===== src/rtl/adder4_cla_reg.sv =====
// Registered carry-lookahead adder built from chained 4-bit CLA groups; {C4,F} = A + B + C0.
// Define ADDER_OVF_EN to add the registered signed-overflow output OVF.
module adder4_cla_group (
    input  logic [3:0] a,
    input  logic [3:0] b,
    input  logic       ci,
    output logic [3:0] s,
    output logic       gg,
    output logic       pg
);
    logic [3:0] g;
    logic [3:0] p;
    logic [3:0] c;

    assign g = a & b;
    assign p = a ^ b;

    // Fully expanded lookahead: every carry is a two-level function of g/p/ci.
    assign c[0] = ci;
    assign c[1] = g[0] | (p[0] & ci);
    assign c[2] = g[1] | (p[1] & g[0]) | (p[1] & p[0] & ci);
    assign c[3] = g[2] | (p[2] & g[1]) | (p[2] & p[1] & g[0]) | (p[2] & p[1] & p[0] & ci);

    assign s  = p ^ c;
    assign gg = g[3] | (p[3] & g[2]) | (p[3] & p[2] & g[1]) | (p[3] & p[2] & p[1] & g[0]);
    assign pg = &p;
endmodule

module adder4_cla_reg #(
    parameter int WIDTH = 4
) (
    input  logic             clk,
    input  logic             rst,
    input  logic [WIDTH-1:0] A,
    input  logic [WIDTH-1:0] B,
    input  logic             C0,
    output logic             C4,
    output logic [WIDTH-1:0] F
`ifdef ADDER_OVF_EN
    ,
    output logic             OVF
`endif
);
    localparam int NG = WIDTH / 4;

    logic [NG:0]      gc;
    logic [NG-1:0]    gg;
    logic [NG-1:0]    pg;
    logic [WIDTH-1:0] sum;

    if (WIDTH < 4 || (WIDTH % 4) != 0) begin : g_bad_width
        $error("adder4_cla_reg: WIDTH must be a positive multiple of 4");
    end

    assign gc[0] = C0;

    for (genvar k = 0; k < NG; k++) begin : g_grp
        adder4_cla_group u_grp (
            .a  (A[4*k +: 4]),
            .b  (B[4*k +: 4]),
            .ci (gc[k]),
            .s  (sum[4*k +: 4]),
            .gg (gg[k]),
            .pg (pg[k])
        );
        // Group carry-out from group generate/propagate, feeding the next group.
        assign gc[k+1] = gg[k] | (pg[k] & gc[k]);
    end

    always_ff @(posedge clk) begin
        if (rst) begin
            F  <= '0;
            C4 <= 1'b0;
        end else begin
            F  <= sum;
            C4 <= gc[NG];
        end
    end

`ifdef ADDER_OVF_EN
    // Carry into the MSB recovered from the MSB sum bit: c = a ^ b ^ s.
    logic c_msb;
    assign c_msb = A[WIDTH-1] ^ B[WIDTH-1] ^ sum[WIDTH-1];

    always_ff @(posedge clk) begin
        if (rst) OVF <= 1'b0;
        else     OVF <= gc[NG] ^ c_msb;
    end
`endif
endmodule


===== config.mk =====
export PLATFORM = sky130hd
export DESIGN_NAME = adder4_cla_reg
export DESIGN_NICKNAME = d
export VERILOG_FILES = /design/src/rtl/adder4_cla_reg.sv
export SDC_FILE = /design/constraint.sdc
export NUM_CORES = 1
export LEC_CHECK = 0
export CORE_AREA = 2 2 39 41
export CTS_BUF_LIST = sky130_fd_sc_hd__clkbuf_2 sky130_fd_sc_hd__clkbuf_4 sky130_fd_sc_hd__clkbuf_8
export DETAILED_ROUTE_END_ITERATION = 16
export DIE_AREA = 0 0 41 43
export RECOVER_POWER = 100
export SYNTH_ARGS = -nofsm -noshare
export SYNTH_HDL_FRONTEND = slang
export SYNTH_SLANG_ARGS = --single-unit

===== constraint.sdc =====
create_clock -name clk -period 2.1 [get_ports clk]
set_clock_uncertainty 0.2 [all_clocks]
set_input_delay 0.21 -clock clk [delete_from_list [all_inputs] [get_ports clk]]
set_output_delay 0.21 -clock clk [all_outputs]
set_load 0.02 [all_outputs]

Word level (Yosys, flattened, before mapping)
Cells that the tools add are included.

word-level totals
  memories = 0
  bits in latches = 0
  word-level logic and storage cells = 31
  ROM bits = 0
  bits of input ports = 11
  RAM bits = 0
  register bits after elaboration = 5

cells by class
  $mul = 0
  reductions and logical operators = 1
  muxes and demuxes = 0
  order comparisons = 0
  bitwise logic cells = 28
  divide/modulo/power cells = 0
  eq/ne operators = 0
  add/subtract/negate cells = 0
  shifts and indexed selects = 0

operator list
  kind                 number
  bitwise AND 1 bit    15
  OR 1 bit             10
  bitwise XOR 4 bit    2
  bitwise AND 4 bit    1
  AND reduction 4 bit  1

Longest topological paths before layout
Gate-level depths: netlist (run 1).

  depth in word-level cells = 6
  gate-level depth with buffers = 4
  mapped depth without buffers = 4

Modules after synthesis
A second synthesis (run 1) with hierarchy kept.

unflattened totals
  cell total of the unflattened synthesis = 33
  area total of the unflattened synthesis = 316.6 um2

by module, submodules not included
  module            cells an instance  area an instance (um2)  sequential area each (um2)  times used
  adder4_cla_group  22                 182.7                   0.0                         1
  adder4_cla_reg    11                 133.9                   100.1                       1

Least setup slack after synthesis (run 1)
OpenSTA, ideal clock, no wires.

  path type = input -> register
  start point = input A[0]
  end point = register F[3]
  setup time = 0.072 ns
  stages on the path = 4
  data arrival time = 1.094 ns
  required time = 1.828 ns
  setup slack = 0.735 ns
  cell sequence = ha_1 -> a211o_1 -> a21oi_2 -> mux2i_1

between the ends
  longest elaborated chain between the ends = 5
  elaborated cells on any way between the ends = 8
  classes of those cells = 8 x bitwise

RTL lines
  element                                                 line    text
  start: declaration                                      34      input logic [WIDTH-1:0] A,
  bitwise AND 4 bit or bitwise XOR 4 bit (tied branches)  15, 16
  bitwise AND 1 bit                                       22      assign c[3] = g[2] | (p[2] & g[1]) | (p[2] & p[1] & g[0]) | (p[2] & p[1] & p[0] & ci);
  OR 1 bit or bitwise AND 1 bit (tied branches)           22
  OR 1 bit *                                              22
  bitwise XOR 4 bit *                                     24      assign s = p ^ c;
  end signal: assignment                                  75      F <= sum;
  end: declaration                                        38      output logic [WIDTH-1:0] F

Mark *: on every way between the ends. The rest lies on a longest branch, timed or not.
A chain may end at the register's enable or synchronous reset.

Worst setup path after layout (run 1)
Ends and elaborated chain as after synthesis.

==> results of run 1 <==
-- power groups by stage --
stage	Sequential, mW	Combinational (mW)	Clock, mW
floorplan	0.124	0.0356	0
global placement	0.110	0.0954	0
detailed placement	0.110	0.0954	0
CTS	0.108	0.0965	0.132
global route	0.109	0.100	0.135
finish	0.108	0.0893	0.125
-- cell usage after synthesis --
cell type,n
o22ai_1,1
a21oi_2,1
or2_2,1
inv_1,4
nor2_1,2
o21a_2,1
a211o_1,1
a211oi_1,2
mux2i_1,1
dfxtp_1,5
a21o_2,1
xor2_1,1
fa_1,1
nand2b_1,1
ha_1,4
-- worst max path at each step --
stage                 endpoint  cells past startpoint  from
2_1_floorplan  F[3]$_SDFF_PP0_                      4  A[0]
3_3_place_gp   F[3]$_SDFF_PP0_                      5  B[0]
3_5_place_dp   F[3]$_SDFF_PP0_                      5  A[0]
4_1_cts        F[3]$_SDFF_PP0_                      5  A[0]
5_1_grt        F[3]$_SDFF_PP0_                      5  A[0]
6_report       F[3]$_SDFF_PP0_                      5  A[0]
-- layout by cell type (no fill, tap or decap), drive strengths merged --
cell type / instances
nor2: 2
clkdlybuf4s50: 9
a211oi: 2
or2: 1
a21oi: 1
nand2b: 1
dfxtp: 5
xor2: 1
dlygate4sd3: 6
o22ai: 1
a211o: 1
fa: 1
a21o: 1
inv: 4
ha: 4
mux2i: 1
clkbuf: 4
o21a: 1
-- final cells by class --
class	instances	share of cell area
sequential	5	0.2100
tap	16	0.04199
timing repair buffer	15	0.3150
clock buffer	4	0.06299
multi-input combinational	18	0.3386
inverter	4	0.03150
-- flip-flops by register name, summed over array words and instances (netlist names) --
| name | cells |
|---|---|
| F | 4 |
| C4 | 1 |
-- kinds of logic after synthesis --
kind of cell	count (synthesis)
compound gates	7
xor+xnor	1
fa+ha+maj	5
buf+inv	4
flops	5
mux	1
simple gates	4
-- routing by layer --
| layer | vias to the layer above | share of wire | global-route usage | wire length [um] |
|---|---|---|---|---|
| met2 | 10 | 0.52 | 0.1031 | 263 |
| met3 | 0 | 0.088 | 0.03141 | 44 |
| li1 | 132 | - | - | - |
| met4 | 0 | 0 | 0.08000 | 0 |
| met1 | 104 | 0.39 | 0.09677 | 194 |
| met5 | - | 0 | 0 | 0 |
==> results.md, run 1 <==
* Utilization of the core after routing at 0.3445
* Startpoint of the most critical hold path: rst
* Category of the most critical setup path: input pin to register
* Min-Delay Endpoint: F[0]$_SDFF_PP0_
* Net switching power figure at 81.53 uW
* Final hold viol count at 0
* Antenna violations before repair at 0
* Post-placement cell count at 58
* Switching share of total power at 0.2536
* Final cell count without fillers at 62
* Gr ovfl total at 0
* Die Footprint at 1763 sq um
* Wire length of the first global-routing pass at 931 um
* Overall power of the completed layout at 321.5 uW
* Power Internal at 240.0 uW
* Total of endpoints with negative setup slack in the final report at 0
* Gate count of the mapped netlist at 27
* Final Worst Setup Slack at 295.9 ps
* Number of flip-flops and latches in the synthesized netlist at 5
* Cells along the critical path: dlygate4sd3_1, ha_1, a211o_1, a21oi_1, mux2i_1
* Leakage power figure at 0.2243 nW
* Relative slew margins at 0.8572
* Area after detailed placement at 450.4 sq um
* Netlist area before placement at 280.3 sq um
* Largest net degree at the start of global routing at 7
* Fin crit period at 1804 ps
* Total number of nets in the final design at 63
* Outcome: finished, final reports clean
* Number of DRC violations after detailed-routing iteration 0 at 1
* Combinational family with the most area after synthesis: adder cells
* Fraction of synthesized cell area in xor and xnor cells at 0.03125
* Global-route usage over all layers at 0.08141
* Clk slew on worst S/H paths at 40 ps
* Cell with the biggest individual delay on the critical path: dlygate4sd3_1
* Area share of and/or/nand/nor cells after synthesis at 0.07143
* Worst-case hold slack at 405.1 ps
* Core Region at 1384 sq um
* Startpoint types: input pin
* Class of the tightest hold or removal check: input pin to register
* Critical path endpoint category: register
* Post-Synth Adder-Cell Area at 0.2500
* Number of library cell types mapped by synthesis at 15
* Clk pwr share at 0.388
* Compound-Gate Fraction of Synth Area at 0.2009
* # fillers at 155
* Post-detailed-route count of antenna-violating nets at 0
* Hpwl dp at 411.8 um
* Number of stages on the worst hold path at 2
* Portion of the post-synthesis area used by sequential elements at 0.3571
* Post_cts resized at 0
* Max Cap Viol at 0
* Clock H-tree levels at 1
* Slowest cell delay on critical path at 550 ps
* Share of cells above drive strength 1 at 0.1522
* Number of global-route vias before repair at 238
* Peak supply drop at 202.9 uV
* Data arrival time of the worst path at 1770 ps
* Cell Rows at 14
* Share of the synthesized area in the top cell type at 0.3571
* Unrepaired setup endpoints after global routing: no
* Cts-stage hold buffer count at 0
* CP bufs+invs at 1
* GPL Wtd Cong at 0.7080
* Nets in the synthesized netlist at 43
* Fraction of synthesized area in multiplexers at 0.03571
* Period utilization at 0.8591
* Register area at 100.1 sq um
* Vias per Instance at 3.968
* Clock buffer count from CTS at 3
* Total number of clock tree sinks at 5
* Gate family responsible for the most delay along the worst path: buffers and inverters
* Reg power frac at 0.335
* Clock Tree Buf Depth at 2
* Library cell with the largest summed area after synthesis: dfxtp_1
* Transition time at the pin with the least slew margin at 213.5 ps
* Clock tree from TritonCTS: yes
* Count of buffers inserted at the top-level ports at 15
* Die span in x at 41 um
* Areal power density over the cells at 674.5 nW/um^2
* Remaining DRCs at 0
* Post-place setup slack at 229.9 ps
* Final standard cell area without fillers at 476.7 sq um
* Timing-limited maximum frequency at 554.3 MHz
* Area taken by multi-input logic gates at 161.4 sq um
* Number of vias after detailed routing at 246
* Yosys warns at 0
* Critical path required time at 2070 ps
* Inserted Diodes at 0
* Synthesized area divided by synthesized cell count at 10.38 sq um
* Length of the first detailed-routing pass in iterations at 2
* Die Ht at 43 um
* Total length of routed wires at 502 um
* Area contributors post-synth: dfxtp_1 (36%), ha_1 (18%), fa_1 (7.1%)
* Maximum fanout encountered on the critical timing path at 2
* Clock Root Buffer: clkbuf_4
* Total Neg Setup Slack at 0 ps
* # IOs at 16
* Combinational Power Share at 0.278
* Detail-routed net length per standard cell at 8.097 um
* Layout Area Growth over Synthesis at 70.09%
* Initial Util at 0.2025
* Post-CTS setup buffer count at 0
* Pins over their slew limit at 0
Note: power is estimated with default switching activity, not from simulation.
==> run 2, diff against run 1 <==
CTS_CLUSTER_SIZE = 10   (was default)
clock period = 2.2 ns   (was 2.1 ns; I/O delays follow)
==> run 2 against run 1 <==
  * Final cell count is the same
  * Highest routed layer unchanged
  * Non-clock buffer count is the same
  * Largest cell class unchanged
  * Power shrank 5.6%
  * Combinational power shrank 4.8%
  * Cell area is the same
==> results.md, run 2 (synthesized netlist as in run 1, its figures left out) <==
* Area after detailed placement at 450.4 sq um (unchanged)
* Clk slew on worst S/H paths at 40 ps (about the same)
* Timing-limited maximum frequency at 547.2 MHz
* Total number of nets in the final design at 63 (unchanged)
* CP bufs+invs at 1 (unchanged)
* Peak supply drop at 173.5 uV (-14%)
* Slowest cell delay on critical path at 550 ps (about the same)
* CP Depth at 5 (unchanged)
* Largest net degree at the start of global routing at 7 (unchanged)
* Net switching power figure at 74.49 uW (-8.6%)
* Utilization of the core after routing at 0.3445 (unchanged)
* Register with the most flip-flops: F
* Length of the first detailed-routing pass in iterations at 2 (unchanged)
* Total number of clock tree sinks at 5 (unchanged)
* Final standard cell area without fillers at 476.7 sq um (unchanged)
* Total Neg Setup Slack at 0 ps (unchanged)
* Post-place setup slack at 307.7 ps (+77.85 ps)
* Total of endpoints with negative setup slack in the final report at 0 (unchanged)
* Detail-routed net length per standard cell at 7.597 um (-6.2%)
* Unrepaired setup endpoints after global routing: no
* Number of flip-flops in the largest register at 4 (unchanged)
* Clk pwr share at 0.381 (-0.007)
* Cts-stage hold buffer count at 0 (unchanged)
* Count of buffers inserted at the top-level ports at 15 (unchanged)
* Final Worst Setup Slack at 372.7 ps (+76.73 ps)
* Outcome: finished, final reports clean
* Clock Root Buffer: clkbuf_4
* Leakage power figure at 0.2243 nW (unchanged)
* Commonest cells after routing, fill and taps aside: clkdlybuf4s50_1 (9), dlygate4sd3_1 (6), dfxtp_1 (5)
* Combinational Power Share at 0.280 (+0.002)
* Vias per Instance at 4.000 (+0.81%)
* Power Internal at 229.0 uW (-4.6%)
* Initial Util at 0.2025 (unchanged)
* Clock tree from TritonCTS: yes
* Die span in x at 41 um (unchanged)
* Clock Tree Buf Depth at 2 (unchanged)
* Biggest registers after layout: F x4, C4 x1
* Cell Rows at 14 (unchanged)
* Number of global-route vias before repair at 240 (+0.84%)
* Startpoint types: input pin
* Critical path endpoint category: register
* Fin crit period at 1827 ps
* Cell with the biggest individual delay on the critical path: dlygate4sd3_1
* Switching share of total power at 0.2454 (-0.008124)
* Critical path required time at 2160 ps (+90 ps)
* Pins over their slew limit at 0 (unchanged)
* Core Region at 1384 sq um (unchanged)
* Post_cts resized at 0 (unchanged)
* Category of the most critical setup path: input pin to register
* Most common library cell in the layout ignoring fill and taps: clkdlybuf4s50_1
* Total length of routed wires at 471 um (-6.2%)
* # IOs at 16 (unchanged)
* Global-route usage over all layers at 0.07754 (-0.003864)
* Remaining DRCs at 0 (unchanged)
* Overall power of the completed layout at 303.5 uW (-5.6%)
* Areal power density over the cells at 636.7 nW/um^2 (-5.6%)
* Relative slew margins at 0.8573 (about the same)
* Layout Area Growth over Synthesis at 70.09% (unchanged)
* Class of the tightest hold or removal check: input pin to register
* Number of vias after detailed routing at 248 (+0.81%)
* Number of stages on the worst hold path at 2 (unchanged)
* Maximum fanout encountered on the critical timing path at 2 (unchanged)
* Max Cap Viol at 0 (unchanged)
* GPL Wtd Cong at 0.6791 (-4.1%)
* Data arrival time of the worst path at 1790 ps (+20 ps)
* Wire length of the first global-routing pass at 862 um (-7.4%)
* Transition time at the pin with the least slew margin at 213.4 ps (-0.1838 ps)
* Antenna violations before repair at 0 (unchanged)
* Post-CTS setup buffer count at 0 (unchanged)
* Inserted Diodes at 0 (unchanged)
* Gate family responsible for the most delay along the worst path: buffers and inverters
* Gr ovfl total at 0 (unchanged)
* Cells along the critical path: dlygate4sd3_1, ha_1, a211o_1, a21oi_1, mux2i_1
* Post-detailed-route count of antenna-violating nets at 0 (unchanged)
* Period utilization at 0.8306
* Die Ht at 43 um (unchanged)
* Hpwl dp at 429 um (+4.2%)
* Clock H-tree levels at 1 (unchanged)
* Reg power frac at 0.339 (+0.004)
* Number of DRC violations after detailed-routing iteration 0 at 2 (+1)
* Final hold viol count at 0 (unchanged)
* Clock buffer count from CTS at 3 (unchanged)
* Die Footprint at 1763 sq um (unchanged)
* Share of cells above drive strength 1 at 0.1522 (unchanged)
run 2: cell counts in the layout (fill, tap and decap cells not counted):
Identical to the previous run, type by type.
run 2: per-layer routing:
metal  track usage  wire length [um]  vias to the layer above
met4        0.1000                 0                        0
met5             0                 0                        -
met2        0.1031               251                       10
li1              -                 -                      132
met1       0.08442               175                      106
met3       0.01571                44                        0
run 2: power by group through the flow:
stage | clock, mW | combinational [mW] | sequential [mW]
after floorplan | 0 | 0.0339 | 0.118
after global placement | 0 | 0.0912 | 0.105
after detailed placement | 0 | 0.0918 | 0.105
after CTS | 0.121 | 0.0920 | 0.103
after global routing | 0.131 | 0.0956 | 0.104
final | 0.116 | 0.0850 | 0.103
run 2: worst paths after layout:
check | start | to | slack, ps
min | rst | F[0]$_SDFF_PP0_ | 420
max | A[0] | F[3]$_SDFF_PP0_ | 370
run 2: layout make-up:
cell class | instances | area [sq um]
clock buffers | 4 | 30.03
fillers | 150 | 907.1
multi-input cells | 18 | 161.4
inverters | 4 | 15.01
repair buffers | 15 | 150.1
flip-flops and latches | 5 | 100.1
well taps | 16 | 20.02
run 2: metrics by stage:
step                hold slack [ps]  std cells
finish                        420.1         62
global route                  430.2         62
CTS                           419.9         62
detailed placement            671.1         58
global placement              676.0         58
floorplan                     86.69         27
